===== config.mk =====
export PLATFORM = sky130hd
export DESIGN_NAME = mem_access_ctrl_flat
export DESIGN_NICKNAME = d
export VERILOG_FILES = /design/src/rtl/mem_access_ctrl_if.sv /design/src/rtl/mem_access_ctrl.sv /design/src/flat_wrapper.sv
export SDC_FILE = /design/constraint.sdc
export NUM_CORES = 1
export LEC_CHECK = 0
export CELL_PAD_IN_SITES_DETAIL_PLACEMENT = 0
export CELL_PAD_IN_SITES_GLOBAL_PLACEMENT = 1
export CORE_ASPECT_RATIO = 0.9
export CORE_UTILIZATION = 40
export DETAILED_ROUTE_END_ITERATION = 8
export HOLD_SLACK_MARGIN = 0.08
export PLACE_DENSITY = 0.92
export SLEW_MARGIN = 20
export SYNTH_ARGS = -nofsm -noshare
export SYNTH_HDL_FRONTEND = slang
export SYNTH_SLANG_ARGS = --single-unit

===== constraint.sdc =====
create_clock -name clk -period 5.2 [get_ports clk]
set_input_delay 0.52 -clock clk [delete_from_list [all_inputs] [get_ports clk]]
set_output_delay 0.52 -clock clk [all_outputs]
set_load 0.01 [all_outputs]

===== src/rtl/mem_access_ctrl_if.sv =====
// Request and data-RAM bus of the M-stage memory access controller.
// The slave modport is the controller; the master modport is the pipeline/RAM side.
interface mem_access_ctrl_if;
  // Pipeline request
  logic        req_valid;
  logic        req_write;
  logic [1:0]  sw_mode;
  logic [31:0] addr;
  logic [31:0] wdata;

  // Pipeline response
  logic [31:0] rdata_out;
  logic        done;
  logic        stall;

  // Single-port data RAM
  logic        ram_en;
  logic        ram_we;
  logic [9:0]  ram_addr;
  logic [31:0] ram_wdata;
  logic [31:0] ram_rdata;

  modport slave (
    input  req_valid, req_write, sw_mode, addr, wdata, ram_rdata,
    output rdata_out, done, stall, ram_en, ram_we, ram_addr, ram_wdata
  );

  modport master (
    output req_valid, req_write, sw_mode, addr, wdata, ram_rdata,
    input  rdata_out, done, stall, ram_en, ram_we, ram_addr, ram_wdata
  );
endinterface


===== src/rtl/mem_access_ctrl.sv =====
// M-stage memory access controller for a single-port data RAM.
// sw completes in the accepting cycle, lw waits one cycle for RAM data, and
// swl/swr do a read-modify-write over three cycles (read, merge, write).
module mem_access_ctrl (
  input logic              clk,
  input logic              reset,  // asynchronous, active-low
  mem_access_ctrl_if.slave bus
);

  typedef enum logic [1:0] {
    StIdle,
    StLdWait,
    StRmwRd,
    StRmwWr
  } state_e;

  localparam logic [1:0] ModeSwl = 2'b01;
  localparam logic [1:0] ModeSwr = 2'b10;

  state_e      state_q, state_d;
  logic [11:0] addr_q;
  logic [31:0] wdata_q;
  logic [1:0]  mode_q;
  logic [31:0] merged_q, merged_d;
  logic [31:0] rdata_q, rdata_d;
  logic        latch_en;

  logic        is_partial;
  logic        ram_en, ram_we, done, stall;
  logic [9:0]  ram_addr;
  logic [31:0] ram_wdata, rdata_out;

  // Only the low 12 address bits reach the 1K-word RAM.
  logic unused_addr_hi;
  assign unused_addr_hi = ^bus.addr[31:12];

  // Little-endian swl/swr byte merge of store data into the old word.
  function automatic logic [31:0] merge_word(input logic        is_swl,
                                             input logic [1:0]  b,
                                             input logic [31:0] m,
                                             input logic [31:0] w);
    logic [31:0] r;
    r = w;
    if (is_swl) begin
      case (b)
        2'd0:    r = {m[31:8], w[31:24]};
        2'd1:    r = {m[31:16], w[31:16]};
        2'd2:    r = {m[31:24], w[31:8]};
        default: r = w;
      endcase
    end else begin
      case (b)
        2'd0:    r = w;
        2'd1:    r = {w[23:0], m[7:0]};
        2'd2:    r = {w[15:0], m[15:0]};
        default: r = {w[7:0], m[23:0]};
      endcase
    end
    return r;
  endfunction

  // sw_mode 11 falls through to a plain full-word store.
  assign is_partial = bus.req_write && ((bus.sw_mode == ModeSwl) || (bus.sw_mode == ModeSwr));

  // Next-state and output decode; outputs in IDLE depend on the incoming request.
  always_comb begin
    state_d   = state_q;
    merged_d  = merged_q;
    rdata_d   = rdata_q;
    latch_en  = 1'b0;
    ram_en    = 1'b0;
    ram_we    = 1'b0;
    ram_addr  = addr_q[11:2];
    ram_wdata = wdata_q;
    done      = 1'b0;
    stall     = 1'b0;
    rdata_out = rdata_q;

    unique case (state_q)
      StIdle: begin
        if (bus.req_valid) begin
          latch_en = 1'b1;
          ram_en   = 1'b1;
          ram_addr = bus.addr[11:2];
          if (!bus.req_write) begin
            stall   = 1'b1;
            state_d = StLdWait;
          end else if (is_partial) begin
            stall   = 1'b1;
            state_d = StRmwRd;
          end else begin
            ram_we    = 1'b1;
            ram_wdata = bus.wdata;
            done      = 1'b1;
          end
        end
      end
      StLdWait: begin
        rdata_out = bus.ram_rdata;
        rdata_d   = bus.ram_rdata;
        done      = 1'b1;
        state_d   = StIdle;
      end
      StRmwRd: begin
        // RAM data for the read issued in IDLE is valid now.
        merged_d = merge_word(mode_q == ModeSwl, addr_q[1:0], bus.ram_rdata, wdata_q);
        stall    = 1'b1;
        state_d  = StRmwWr;
      end
      StRmwWr: begin
        ram_en    = 1'b1;
        ram_we    = 1'b1;
        ram_wdata = merged_q;
        done      = 1'b1;
        state_d   = StIdle;
      end
      default: state_d = StIdle;
    endcase

    // Reset is asynchronous, so outputs must be quiet even before the next edge;
    // this also kills a pending RMW write.
    if (!reset) begin
      ram_en    = 1'b0;
      ram_we    = 1'b0;
      done      = 1'b0;
      stall     = 1'b0;
      rdata_out = '0;
    end
  end

  // State, latched request and result registers.
  always_ff @(posedge clk or negedge reset) begin
    if (!reset) begin
      state_q  <= StIdle;
      addr_q   <= '0;
      wdata_q  <= '0;
      mode_q   <= '0;
      merged_q <= '0;
      rdata_q  <= '0;
    end else begin
      state_q  <= state_d;
      merged_q <= merged_d;
      rdata_q  <= rdata_d;
      if (latch_en) begin
        addr_q  <= bus.addr[11:0];
        wdata_q <= bus.wdata;
        mode_q  <= bus.sw_mode;
      end
    end
  end

  assign bus.ram_en    = ram_en;
  assign bus.ram_we    = ram_we;
  assign bus.ram_addr  = ram_addr;
  assign bus.ram_wdata = ram_wdata;
  assign bus.done      = done;
  assign bus.stall     = stall;
  assign bus.rdata_out = rdata_out;

endmodule


===== src/flat_wrapper.sv =====
// flat-port wrapper written by rule: the top's interface ports become plain ports
module mem_access_ctrl_flat 
  (clk, reset, bus_req_valid, bus_req_write, bus_sw_mode, bus_addr, bus_wdata, bus_ram_rdata, bus_rdata_out, bus_done, bus_stall, bus_ram_en, bus_ram_we, bus_ram_addr, bus_ram_wdata);
  mem_access_ctrl_if bus_i ();
  input logic clk;
  input logic reset;
  input wire logic [$bits(bus_i.req_valid)-1:0] bus_req_valid;
  input wire logic [$bits(bus_i.req_write)-1:0] bus_req_write;
  input wire logic [$bits(bus_i.sw_mode)-1:0] bus_sw_mode;
  input wire logic [$bits(bus_i.addr)-1:0] bus_addr;
  input wire logic [$bits(bus_i.wdata)-1:0] bus_wdata;
  input wire logic [$bits(bus_i.ram_rdata)-1:0] bus_ram_rdata;
  output wire logic [$bits(bus_i.rdata_out)-1:0] bus_rdata_out;
  output wire logic [$bits(bus_i.done)-1:0] bus_done;
  output wire logic [$bits(bus_i.stall)-1:0] bus_stall;
  output wire logic [$bits(bus_i.ram_en)-1:0] bus_ram_en;
  output wire logic [$bits(bus_i.ram_we)-1:0] bus_ram_we;
  output wire logic [$bits(bus_i.ram_addr)-1:0] bus_ram_addr;
  output wire logic [$bits(bus_i.ram_wdata)-1:0] bus_ram_wdata;
  assign bus_i.req_valid = bus_req_valid;
  assign bus_i.req_write = bus_req_write;
  assign bus_i.sw_mode = bus_sw_mode;
  assign bus_i.addr = bus_addr;
  assign bus_i.wdata = bus_wdata;
  assign bus_i.ram_rdata = bus_ram_rdata;
  assign bus_rdata_out = bus_i.rdata_out;
  assign bus_done = bus_i.done;
  assign bus_stall = bus_i.stall;
  assign bus_ram_en = bus_i.ram_en;
  assign bus_ram_we = bus_i.ram_we;
  assign bus_ram_addr = bus_i.ram_addr;
  assign bus_ram_wdata = bus_i.ram_wdata;
  mem_access_ctrl u_core (.clk(clk), .reset(reset), .bus(bus_i));
endmodule

; Yosys cells after proc, flatten, opt, wreduce, memory -nomap -nowiden
; Cells that the tools add are included.
[word_totals]
ff_bits = 112
latch_bits = 0
ram_bits = 0
romBits = 0
memories = 0
[classes]
addsub = 0
mul = 0
div_mod_pow = 0
n_lt_le_gt_ge = 0
n_eq_ne = 10
shift = 0
muxes = 31
bitwise = 0
n_reduce_logical = 6
[op_table]
columns = cell, n
row1 = 32-bit two-way mux, 6
row2 = 32-bit one-hot mux with 3 select lines, 2
row3 = 32-bit one-hot mux with 2 select lines, 1
row4 = 10-bit two-way mux, 2
row5 = 1-bit two-way mux, 12
row6 = 2-bit by 1-bit == test with 1-bit output (second input constant), 4
row7 = 2-bit == test (second input constant), 4
row8 = 1-bit one-hot mux with 2 select lines, 4
row9 = 2-bit two-way mux, 3
row10 = 2-bit one-hot mux with 3 select lines, 1
row11 = 2-bit zero test, 2
row12 = 3-bit by 2-bit inequality test with 1-bit output (second input constant), 1
row13 = 2-bit inequality test (second input constant), 1
row14 = 2-bit AND reduction, 1
row15 = 2-bit OR reduction, 1
row16 = 1-bit logical AND, 1
row17 = 1-bit logical OR, 1

; Logic depth before layout (Yosys ltp)
; Gate-level depths: netlist of the first run.
[logic_depth]
ltp_word = 8
depth_mapped = 9
mapped_depth_nobuf = 6

; Worst setup path before layout of the first run
; Ideal clock, no wire load.
[synth_path]
path_type = reg2out
startpoint = register u_core.state_q[0]
endpoint = output port bus_ram_addr[9]
t_arrival_ns = 1.676
t_required_ns = 4.680
slack_ns = 3.004
path_stages_with_launch = 8
path_buffers = 3
path_cell_list = dfrtp_1 inv_1 ha_1 clkbuf_2 nand2_1 buf_2 buf_6 mux2_2
[synth_via]
elab_chain_cells = 2
[synth_rtl]
columns = item, line_no
row1 = "start, declared", mem_access_ctrl.sv:20  ; state_e state_q, state_d;
row2 = "start signal, assigned", mem_access_ctrl.sv:134  ; state_q <= StIdle;
row3 = "start signal, assigned", mem_access_ctrl.sv:141  ; state_q <= state_d;
row4 = 2-bit zero test, mem_access_ctrl.sv:79  ; unique case (state_q)
row5 = 10-bit two-way mux, mem_access_ctrl.sv:79
row6 = "end, declared", flat_wrapper.sv:18  ; output wire logic [$bits(bus_i.ram_addr)-1:0] bus_ram_addr;
; Every way passes these cells.

; Final worst setup path of the first run
[layout_path]
startpoint = register u_core.state_q[1]
endpoint = output port bus_ram_wdata[16]
[layout_via]
elab_chain_cells = 2
word_cells_on_any_way = 3
cone_classes = 1 x eq/ne / 1 x mux / 1 x reduce/logical
[layout_rtl]
columns = item, line_no
row1 = 2-bit == test or 2-bit zero test (tied branches), mem_access_ctrl.sv:79
row2 = 32-bit one-hot mux with 2 select lines (*), mem_access_ctrl.sv:79
row3 = "end, declared", flat_wrapper.sv:19  ; output wire logic [$bits(bus_i.ram_wdata)-1:0] bus_ram_wdata;
; Every way passes the cells marked *; elsewhere a longest branch is shown, timed or not.

==> flow_summary.yaml, run 1 <==
outcome:
  status: "complete, no violations"
clocking:
  clkSinkCount: 112
  post_cts_buffers: 0
  cts_tree: "yes"
  clockRootBuffer: "clkbuf_16"
  cts.path.max_buffers: 2
  clk_latency_ns: 0.36
  cts_resized: 0
  htreeDepth: 3
  cts_buffers: 9
  postCtsHoldBufs: 0
  clkTransAtPathRegs_ns: 0.08
route:
  ant_nets: 0
  routed_via_density: 5.71
  wl_met2_um: 9020
  wl_met3_um: 1230
  top_layer: "met4"
  num_vias: 5107
  met1Wirelength_um: 8350
  wl_per_cell_um: 21.1
  wirelength_um: 18900
  drcViolationCount: 0
  drtIter0Drc: 273
  drtPass1Iterations: 6
power_and_ir_drop:
  clockPowerShare: 0.114
  p_switching_mw: 2.32
  vdd_drop_max_v: 0.000331
  p_int_mw: 3.50
  power_leakage_nw: 3.43
  share_seq_of_total_power: 0.291
  power_density_nw_per_um2: 699
  switching_share: 0.399
  p_comb_frac: 0.595
setup_path:
  cp.arrival_ns: 3.34
  worstPathRequired_ns: 4.68
  rr_endpoint: "u_core.merged_q[29]"
  path_max_fanout: 36
  worst_setup_path_start_kind: "flip-flop"
  worstRegToRegCells: 7
  critical_path_class: "flip-flop to output pin"
  endpoint_kind: "output pin"
  reg2reg_from: "u_core.state_q[0]"
  r2r_setup_slack_ns: 2.45
synthesis:
  synth_most_common_cell: "dfrtp_1"
  synthDistinctLibCells: 41
  syn_inst: 557
  synth_top_area_cell: "dfrtp_1"
  synth_top_area_share: 0.438
  synth_nets: 664
  avgSynthCellArea_sq_um: 11.5
  synth_async_sr_flop_share: 1.00
  synth_seq_cells: 112
  yosysSeqAreaShare: 0.438
  synth_edf_count: 0
  synthTopCellsByArea: "dfrtp_1 (44%), mux2_2 (17%), mux2i_1 (8.8%)"
  syn_area_sq_um: 6410
  synth_common_cells: "dfrtp_1 (112), mux2_2 (96), mux2i_1 (56)"
  ys.flop_type: "dfrtp_1"
  yosys_warnings: 0
place:
  dp_hpwl_um: 13200
  globalplace.congestion: 0.873
  io_buffers: 159
  dpl.cell_count: 880
  detailedPlace.worstSlack_ns: 1.46
  place_area_sq_um: 8050
floorplanning:
  row_count: 43
  dieWidth_um: 135
  fp.coreArea_sq_um: 15500
  start_util: 0.412
  die_height_um: 122
  ioPinCount: 180
  dieArea_sq_um: 16500
timing:
  fin_crit_sh: 0.742
  worst_slack_ns: 1.34
  relSlewSlack: 0.332
  hold_viol_final: 0
  rsz0062_at_grt: "false"
  setup_viol: 0
  tns_ns: 0
  drv_slew: 0
  layout_min_cycle_time_ns: 3.86
  worst_pin_slew_ns: 1.00
  maxClockFrequency_mhz: 259
  finClkSkew_ns: 0.0113
layout:
  drive_gt1_frac: 0.198
  stdcell_count: 895
  nNetsFinal: 796
  area_growth_pct: 30.0
  num_antenna_cells: 0
  postLayoutCellArea_sq_um: 8330
job:
  drv_cap: 0
global_routing:
  antenna_found_initial: 0
  track_usage: 0.234
  grt_max_degree: 103
  grt_pass1_wl_um: 29100
  first_global_vias: 5076
  grt-ovfl-total: 0
hold_path:
  hold_path.class: "primary input to asynchronous set/reset pin"
## sequential cells by signal (all words and copies together) (netlist names)
name,cells
u_core.wdata_q,32
u_core.state_q,2
u_core.addr_q,12
u_core.rdata_q,32
u_core.mode_q,2
u_core.merged_q,32
## cell families after synthesis
logic type | after synthesis | synth area share
xor gates and xnor gates | 1 | 0.00254
adders and majority gates | 5 | 0.00977
buffers and inverters | 51 | 0.0447
muxes | 152 | 0.256
AOI/OAI and AO/OA | 119 | 0.148
DFF | 112 | 0.438
and+or+nand+nor | 117 | 0.101
## critical path: stages (launching register included)
cell,delay [ns]
dfrtp_1,0.44
inv_1,0.14
ha_1,0.33
nand2_2,0.54
nor3_4,0.29
buf_4,0.41
a221o_1,0.27
clkdlybuf4s50_1,0.54
## layer usage
layer	vias to the layer above	track usage
li1	2324	-
met1	2572	0.310
met2	185	0.383
met3	26	0.0583
met4	0	0.0611
met5	-	0
## area by class of cell
type,instances,area [sq um]
clock buffers,12,256
flip-flops and latches,112,2800
fillers,1281,7220
well taps,202,253
multi-input cells,394,3320
inverters,5,21.3
repair buffers,167,1650
clock inverters,3,17.5
## power groups by stage
stage / Combinational [mW] / Clock [mW] / Sequential (mW)
3_3_place_gp: 3.37 / 0 / 1.65
5_1_grt: 3.73 / 0.711 / 1.74
4_1_cts: 3.47 / 0.676 / 1.67
6_report: 3.46 / 0.666 / 1.69
2_1_floorplan: 2.28 / 0 / 1.52
3_5_place_dp: 3.45 / 0 / 1.69
## how the worst max path moves through the flow
stage	slack, ns	endpoint	cells past startpoint	start
finish	1.34	bus_ram_wdata[16]	7	u_core.state_q[1]
global route	1.10	bus_ram_wdata[16]	7	u_core.state_q[1]
CTS	1.34	bus_ram_wdata[16]	7	u_core.state_q[1]
detailed placement	1.46	bus_ram_wdata[16]	6	bus_req_valid
global placement	1.55	bus_ram_wdata[16]	6	bus_req_valid
floorplan	3.00	bus_ram_addr[9]	7	u_core.state_q[0]
## per-stage QoR
stage	utilization	total power [mW]	hold WS (ns)
2_1_floorplan	-	3.81	0.224
6_report	0.536	5.82	0.220
5_1_grt	0.536	6.18	0.297
4_1_cts	0.536	5.82	0.253
3_5_place_dp	0.518	5.14	0.481
3_3_place_gp	0.518	5.02	0.475
## cell usage in the layout, fill, tap and decap left out, types with 9 or more instances in the layout
cell | netlist | final
nand2_1 | 21 | 20
mux2i_1 | 56 | 56
and2_1 | 34 | 34
clkdlybuf4s50_1 | 0 | 158
mux2_2 | 96 | 96
a21oi_1 | 10 | 10
a221o_1 | 32 | 32
o221ai_1 | 17 | 17
nor2_1 | 20 | 20
o21ai_0 | 30 | 30
dfrtp_1 | 112 | 111
clkbuf_16 | 0 | 9
and2_0 | 30 | 30
Note: power is estimated with default switching activity, not from simulation.
==> inputs of run 2 (changes only) <==
CORE_UTILIZATION = 34   (was 40)
PLACE_DENSITY = 0.84   (was 0.92)
clock period = 3.49 ns   (was 5.2 ns; I/O delays follow)
==> flow_summary.yaml, run 2 (synthesized netlist as in run 1, its figures left out) <==
outcome:
  status: "complete, no violations"
setup_path:
  cp.arrival_ns: 2.73
  endpoint_kind: "output pin"
  worstPathRequired_ns: 3.14
  crit_top_cell: "inv_1"
  reg2reg_from: "u_core.state_q[0]"
  cp_slowest_cell: "clkdlybuf4s50_1"
  slowest_delay_ns: 0.54
  r2r_setup_slack_ns: 1.08
  rr_endpoint: "u_core.merged_q[6]"
  worstPathCellList: "inv_1 -> ha_1 -> inv_1 -> a41oi_4 -> buf_12 -> and2_0 -> a221o_1 -> clkdlybuf4s50_1"
  critical_path_class: "flip-flop to output pin"
  path_max_fanout: 32
  worstRegToRegCells: 5
  worst_setup_path_start_kind: "flip-flop"
layout:
  area_growth_pct: 32.0
  postLayoutCellArea_sq_um: 8460
  num_antenna_cells: 0
  nNetsFinal: 802
  top_regs: "u_core.merged_q: 32 flops, u_core.rdata_q: 32 flops, u_core.wdata_q: 32 flops"
  layout_common_cells: "clkdlybuf4s50_1 (158), dfrtp_1 (111), mux2_2 (96), mux2i_1 (56), and2_1 (34)"
  layout_commonest_cell: "clkdlybuf4s50_1"
  drive_gt1_frac: 0.203
timing:
  worst_slack_ns: 0.410
  whs_ns: 0.497
  layout_min_cycle_time_ns: 3.08
  rsz0062_at_grt: "false"
  finClkSkew_ns: 0.0120
  worst_pin_slew_ns: 0.966
  hold_viol_final: 0
  fin_crit_sh: 0.883
  tns_ns: 0
  maxClockFrequency_mhz: 325
  setup_viol: 0
  drv_slew: 0
  relSlewSlack: 0.356
global_routing:
  grt_pass1_wl_um: 31100
  antenna_found_initial: 0
  first_global_vias: 5310
  grt-ovfl-total: 0
  track_usage: 0.209
  grt_max_degree: 82
floorplanning:
  ioPinCount: 180
  start_util: 0.348
  row_count: 47
  die_height_um: 132
  dieWidth_um: 147
  fp.coreArea_sq_um: 18400
  dieArea_sq_um: 19400
place:
  globalplace.congestion: 0.831
  place_area_sq_um: 8180
  io_buffers: 159
  detailedPlace.worstSlack_ns: 0.610
  dp_hpwl_um: 14400
clocking:
  cts.path.max_buffers: 2
  post_cts_buffers: 0
  clk_latency_ns: 0.36
  clkTransAtPathRegs_ns: 0.07
  cts_buffers: 9
  clkSinkCount: 112
  htreeDepth: 3
  cts_resized: 0
  cts_tree: "yes"
  postCtsHoldBufs: 1
  clockRootBuffer: "clkbuf_16"
hold_path:
  hold_end: "u_core.rdata_q[3]"
  hold_path.class: "flip-flop to flip-flop"
  hold_start: "u_core.rdata_q[3]"
  hold_depth: 1
power_and_ir_drop:
  power_density_nw_per_um2: 1030
  power_leakage_nw: 3.46
  vdd_drop_max_v: 0.000421
route:
  ant_nets: 0
  drtIter0Drc: 367
  drtPass1Iterations: 4
  drcViolationCount: 0
  num_vias: 5047
  wl_per_cell_um: 20.8
  wirelength_um: 19700
  routed_via_density: 5.34
job:
  drv_cap: 0
==> run 2: cell types whose count changed in the layout (fill, tap and decap cells not counted), sizes merged <==
cell / previous run / this run
clkinv: 2 / 3
dlygate4sd3: 0 / 1
buf: 9 / 14
clkinvlp: 1 / 2
clkbuf: 12 / 11
==> run 2: per-layer routing <==
layer | part of all wire | routed length, um | global-route usage | up-vias
met4 | 0.016 | 318 | 0.0613 | 0
li1 | - | - | - | 2346
met1 | 0.44 | 8640 | 0.282 | 2512
met3 | 0.066 | 1300 | 0.0460 | 17
met2 | 0.48 | 9410 | 0.334 | 172
met5 | 0 | 0 | 0 | -
==> run 2: how the worst max path moves through the flow <==
stage                     slack, ns           endpoint         startpoint  cells past startpoint
after floorplan                1.46    bus_ram_addr[9]  u_core.state_q[0]                      7
after global placement         0.61   bus_ram_wdata[9]     bus_sw_mode[0]                      7
after detailed placement       0.61   bus_ram_wdata[9]     bus_sw_mode[0]                      7
after CTS                      0.37  bus_rdata_out[15]  u_core.state_q[1]                      6
after global routing           0.25   bus_ram_wdata[8]  u_core.state_q[0]                      8
final                          0.41   bus_ram_wdata[2]  u_core.state_q[0]                      8
==> run 2: power breakdown <==
part           leakage (nW)  total (mW)  switching [mW]  internal (mW)
registers              1.32        2.64           0.667           1.98
clock network         0.126       0.968           0.484          0.485
logic                  2.02        5.12            2.34           2.79
==> run 2: cell type report <==
type                    instances  area, sq um
clock inverters                 5         33.8
flip-flops and latches        112         2800
repair buffers                173         1740
clock buffers                  11          233
inverters                       5         21.3
fillers                      1673         9950
well taps                     245          307
multi-input cells             394         3320
==> run 2: critical path, delay by kind of cell, from the launching register on <==
family                     cells  cell delay [ns]
DFF                            1             0.40
buffers and inverters          4             0.98
AOI/OAI and AO/OA              2             0.38
adders and majority gates      1             0.42
and+or+nand+nor                1             0.18
==> run 2: metrics by stage <==
step	power, mW	util	cells
floorplan	5.67	-	557
global placement	7.62	0.444	928
detailed placement	7.78	0.444	928
CTS	8.79	0.460	945
global route	9.32	0.460	945
finish	8.74	0.460	945
